--- src/rtl/spi_pkg.sv ---
// spi_pkg: shared FSM states, byte width and counter sizing for the SPI RX frame reader
package spi_pkg;
  localparam int SPI_DATA_W = 8;
  typedef enum logic [1:0] {IDLE, COLLECT, CAPTURE, OUT} state_t;
  function automatic int cnt_w(input int bytes);
    return $clog2(bytes + 1);
  endfunction
endpackage

--- src/rtl/spi_idle_timer.sv ---
// spi_idle_timer: counts enabled idle cycles and pulses o_tc on the TIMEOUT-th one (TIMEOUT=0 never fires)
module spi_idle_timer #(
  parameter int TIMEOUT = 64
) (
  input  logic i_clk,
  input  logic i_reset,
  input  logic i_clear,
  input  logic i_enable,
  output logic o_tc
);
  localparam int CW = (TIMEOUT > 1) ? $clog2(TIMEOUT) : 1;
  logic [CW-1:0] cnt_q, cnt_d;
  assign o_tc = (TIMEOUT != 0) && i_enable && (cnt_q == CW'(TIMEOUT - 1));
  // next count: restart on clear or expiry, otherwise advance while enabled
  always_comb cnt_d = (i_clear || o_tc) ? '0 : i_enable ? cnt_q + 1'b1 : cnt_q;
  // count register
  always_ff @(posedge i_clk)
    if (i_reset) cnt_q <= '0;
    else cnt_q <= cnt_d;
endmodule

--- src/rtl/spi_rx_frame_reader.sv ---
// spi_rx_frame_reader: pops SPI RX FIFO bytes, packs them into frames, hands frames out on valid/ready
module spi_rx_frame_reader
  import spi_pkg::*;
#(
  parameter int DATA_W  = SPI_DATA_W,
  parameter int BYTES   = 2,
  parameter int TIMEOUT = 64
) (
  input  logic                       i_clk,
  input  logic                       i_reset,
  input  logic                       i_MSB,
  input  logic                       i_rx_empty,
  input  logic                       i_rst_busy,
  input  logic [DATA_W-1:0]          i_fifo_data,
  output logic                       o_read_enable,
  output logic                       o_valid,
  input  logic                       i_ready,
  output logic [BYTES*DATA_W-1:0]    o_word,
  output logic                       o_frame_err,
  output logic [cnt_w(BYTES)-1:0]    o_byte_cnt
);
  localparam int W  = BYTES * DATA_W;
  localparam int CW = cnt_w(BYTES);
  state_t        state_q, state_d;
  logic [CW-1:0] cnt_q, cnt_d;
  logic [W-1:0]  word_q, word_d, base;
  logic          msb_q, msb_d;
  logic          pop, tc;
  // pops only while gathering, with data present and the core out of reset
  assign pop = (state_q == IDLE || state_q == COLLECT) && !i_rx_empty && !i_rst_busy;
  spi_idle_timer #(.TIMEOUT(TIMEOUT)) u_timer (
    .i_clk    (i_clk),
    .i_reset  (i_reset),
    .i_clear  (state_q == CAPTURE),
    .i_enable (state_q == COLLECT && !pop),
    .o_tc     (tc)
  );
  assign o_read_enable = pop;
  assign o_valid       = state_q == OUT;
  assign o_word        = word_q;
  assign o_frame_err   = tc;
  assign o_byte_cnt    = cnt_q;
  // next state: pop, capture the byte one cycle later, hold full frame until accepted
  always_comb begin
    state_d = state_q;
    cnt_d   = cnt_q;
    word_d  = word_q;
    msb_d   = msb_q;
    base    = (cnt_q == '0) ? '0 : word_q;
    unique case (state_q)
      IDLE, COLLECT: begin
        if (pop) begin
          state_d = CAPTURE;
          msb_d   = (cnt_q == '0) ? i_MSB : msb_q;
        end else if (tc) begin
          state_d = IDLE;
          cnt_d   = '0;
          word_d  = '0;
        end
      end
      CAPTURE: begin
        word_d  = msb_q ? (base << DATA_W) | W'(i_fifo_data)
                        : base | (W'(i_fifo_data) << (DATA_W * int'(cnt_q)));
        cnt_d   = cnt_q + 1'b1;
        state_d = (cnt_d == CW'(BYTES)) ? OUT : COLLECT;
      end
      OUT: begin
        if (i_ready) begin
          state_d = IDLE;
          cnt_d   = '0;
        end
      end
      default: state_d = IDLE;
    endcase
  end
  // state and frame registers
  always_ff @(posedge i_clk)
    if (i_reset) begin
      state_q <= IDLE;
      cnt_q   <= '0;
      word_q  <= '0;
      msb_q   <= 1'b0;
    end else begin
      state_q <= state_d;
      cnt_q   <= cnt_d;
      word_q  <= word_d;
      msb_q   <= msb_d;
    end
endmodule

--- config.mk ---
export PLATFORM = sky130hd
export DESIGN_NAME = spi_rx_frame_reader
export DESIGN_NICKNAME = d
export VERILOG_FILES = /design/src/rtl/spi_pkg.sv /design/src/rtl/spi_idle_timer.sv /design/src/rtl/spi_rx_frame_reader.sv
export SDC_FILE = /design/constraint.sdc
export NUM_CORES = 1
export LEC_CHECK = 0
export BUFFER_PORTS_ARGS = -buffer_cell sky130_fd_sc_hd__buf_4
export CORE_UTILIZATION = 32
export CTS_CLUSTER_SIZE = 16
export DETAILED_ROUTE_END_ITERATION = 10
export GPL_TIMING_DRIVEN = 0
export HOLD_SLACK_MARGIN = 0.03
export PLACE_DENSITY_LB_ADDON = 0.08
export REMOVE_ABC_BUFFERS = 1
export SYNTH_ARGS = -nofsm -noshare
export SYNTH_HDL_FRONTEND = slang
export SYNTH_SLANG_ARGS = --single-unit
--- constraint.sdc ---
create_clock -name i_clk -period 4.29 [get_ports i_clk]
set_input_delay 0.429 -clock i_clk [delete_from_list [all_inputs] [get_ports i_clk]]
set_output_delay 0.429 -clock i_clk [all_outputs]
set_load 0.01 [all_outputs]
==> qor.csv <==
metric,value,unit
first-pass GRT wire length,5.36,mm
clock insertion delay at the later pin of the skew report,0.27,ns
worst reg2reg endpoint,o_word[9],
Initial DRC Count,99,
worst-path maximum fanout,9,
Worst EP arrival,1.71,ns
final antenna-violating net count,0,
Slew @ Worst Pin,0.719,ns
HP Class,in -> reg,
"Reg clk slew, reported paths",0.09,ns
CTS max path bufs,2,
Yosys cell types,37,
most frequent cells in the layout,"buf_4, nor2_1, dfxtp_1",
CTS Hold Bufs,0,
io pins,35,
setup violators final,0,
"critical path, cell by cell",ha_1 > and4_4 > nand4_2 > inv_2 > buf_4,
Vias,1217,
post-cts sizing count,0,
Row Count,23,
die area,4470,um2
grt total ovfl,0,
clock root buffer,clkbuf_8,
sequential area share after synthesis,40.1,%
Final Wtd Congestion,0.741,
CP Launch Type,flip-flop,
Mapped Avg Cell Area,8.87,um2
R2R Path Start,o_byte_cnt[0],
Max stage delay on crit path,0.38,ns
"FF+latch count, synth",27,
IO Port Bufs,34,
WS Path Type,reg -> out,
share of cells above drive strength 1,25.7,%
final hold vios,0,
Switching Share,25.9,%
max-slew violations,0,
VDD IR max,0.132,mV
crit share post-route,49.8,%
R2R depth,6,
Nets,201,
die width,66.9,um
CTS Sinks,27,
initial antenna violation count,0,
placed cell count,229,
clock share of power,30.0,%
most area-hungry cell type in the Yosys netlist,dfxtp_1,
CTS tree,yes,
unrepaired setup endpoints after global routing,no,
Area contributors post-synth,"dfxtp_1, a32oi_1, nor2_1",
GR Util All Layers,16.0,%
Via-to-Cell Ratio,5.22,
end point of the critical path,o_frame_err,
minimum clock period,2.14,ns
P_sw,0.124,mW
Ys Warns,0,
max_slew headroom,51.7,%
postcts setup bufs,0,
status,"finished, final reports clean",
critical path capture point type,primary output,
Area Overhead vs Synth,24.7,%
HPWL Detailed,2.46,mm
worst setup path startpoint,u_timer.cnt_q[0],
Die H,66.9,um
number of remaining DRC errors,0,
CTS buffer count,3,
post-route insts no fill,233,
Worst EP required,3.86,ns
P per Cell Area,286,nW/um2
slowest cell on the critical path,dfxtp_1,
"commonest non-fill, non-tap cell in the layout",buf_4,
Post-Synthesis Cells,152,
mapped cell area,1350,um2
number of diodes,0,
Comb pwr share,14.6,%
H-tree lvl count,1,
setup TNS,0,ns
Leak,0.649,nW
drt pass-1 iters,4,
max-cap violations,0,
reg-to-reg setup timing slack,2.40,ns
fmax,0.468,GHz
area share of the largest cell type after synthesis,40.1,%
# fillers,418,
largest net degree at the start of global routing,23,
Pint,0.356,mW
Initial Util,33.4,%
drt total wl,3.46,mm
core area,4030,um2
clk_skew,0.00331,ns
vias in the first global route,1149,
Seq pwr share,55.4,%
wire length per cell,14.9,um
[worst min-delay path by stage]
stage	slack [ns]	end	startpoint	depth (start not counted)
floorplan	0.47	u_timer.cnt_q[1]	u_timer.cnt_q[1]	2
global placement	0.48	u_timer.cnt_q[1]	u_timer.cnt_q[1]	2
detailed placement	0.50	u_timer.cnt_q[1]	u_timer.cnt_q[1]	2
CTS	0.39	msb_q	i_MSB	3
global route	0.39	o_word[0]	i_fifo_data[0]	3
finish	0.39	msb_q	i_MSB	3
[Yosys cell counts, drive strengths merged]
| master | count |
|---|---|
| o22a | 1 |
| xnor2 | 3 |
| nor4 | 1 |
| nor3 | 2 |
| and4 | 1 |
| nand4 | 2 |
| clkbuf | 4 |
| a22oi | 1 |
| xor2 | 2 |
| a41oi | 1 |
| nand3 | 2 |
| nand2 | 6 |
| nand2b | 4 |
| a21oi | 4 |
| or2 | 1 |
| o22ai | 1 |
| o21a | 1 |
| and2 | 2 |
| inv | 13 |
| nor2 | 27 |
| nor2b | 2 |
| ha | 3 |
| a221o | 7 |
| a21boi | 1 |
| buf | 3 |
| a211oi | 1 |
| dfxtp | 27 |
| o21ai | 11 |
| a32oi | 16 |
| mux2i | 1 |
| and2b | 1 |
[metal layers]
layer  up-vias  routed length (um)  part of all wire, %  global-route usage [%]
met2        27                1790                   52                    28.0
met4         0                  17                 0.49                    3.19
li1        616                   -                    -                       -
met5         -                   0                    0                       0
met3         2                 135                  3.9                    3.08
met1       572                1510                   44                    20.0
[stage by stage]
stage	hold WS, ns	worst slack, ns	util (%)	power [mW]	instance area, um2
finish	0.388	2.15	41.7	0.480	1680
global route	0.395	2.04	41.7	0.507	1680
CTS	0.390	2.12	41.7	0.486	1680
detailed placement	0.503	2.41	40.6	0.342	1640
global placement	0.481	2.43	40.6	0.341	1640
floorplan	0.469	2.74	-	0.308	1320
[state kept, by name, indices dropped and copies added, names as in the netlist]
signal	flops
u_timer.cnt_q	6
o_byte_cnt	2
msb_q	1
state_q	2
o_word	16
[logic make-up after synthesis]
kind of cell / Yosys count / share of synthesized area (%)
buffers and inverters: 20 / 5.85
AO/OA/AOI/OAI: 45 / 27.0
adder cells (fa/ha/maj): 3 / 2.79
AND/OR/NAND/NOR: 51 / 20.2
multiplexers: 1 / 0.743
flip-flops: 27 / 40.1
XOR/XNOR: 5 / 3.25
[area by class of cell]
| cell class | instances | area [um2] | share of cell area, % |
|---|---|---|---|
| Timing Repair Buffer | 34 | 255 | 15.2 |
| Tap cell | 50 | 62.6 | 3.72 |
| Sequential cell | 27 | 541 | 32.2 |
| Clock buffer | 4 | 45.0 | 2.68 |
| Inverter | 13 | 48.8 | 2.90 |
| Multi-Input combinational cell | 105 | 728 | 43.3 |
[power groups by stage]
stage | clock [mW] | sequential [mW] | combinational [mW]
3_5_place_dp | 0 | 0.272 | 0.0703
2_1_floorplan | 0 | 0.272 | 0.0365
6_report | 0.144 | 0.266 | 0.0701
5_1_grt | 0.163 | 0.268 | 0.0762
3_3_place_gp | 0 | 0.271 | 0.0693
4_1_cts | 0.149 | 0.266 | 0.0705
[worst max-delay path, delay by kind of cell, from the launching register on]
family        cells  cell delay (ns)
simple gates      2             0.60
buf+inv           2             0.24
fa+ha+maj         1             0.22
flops             1             0.38
Note: power is estimated with default switching activity, not from simulation.
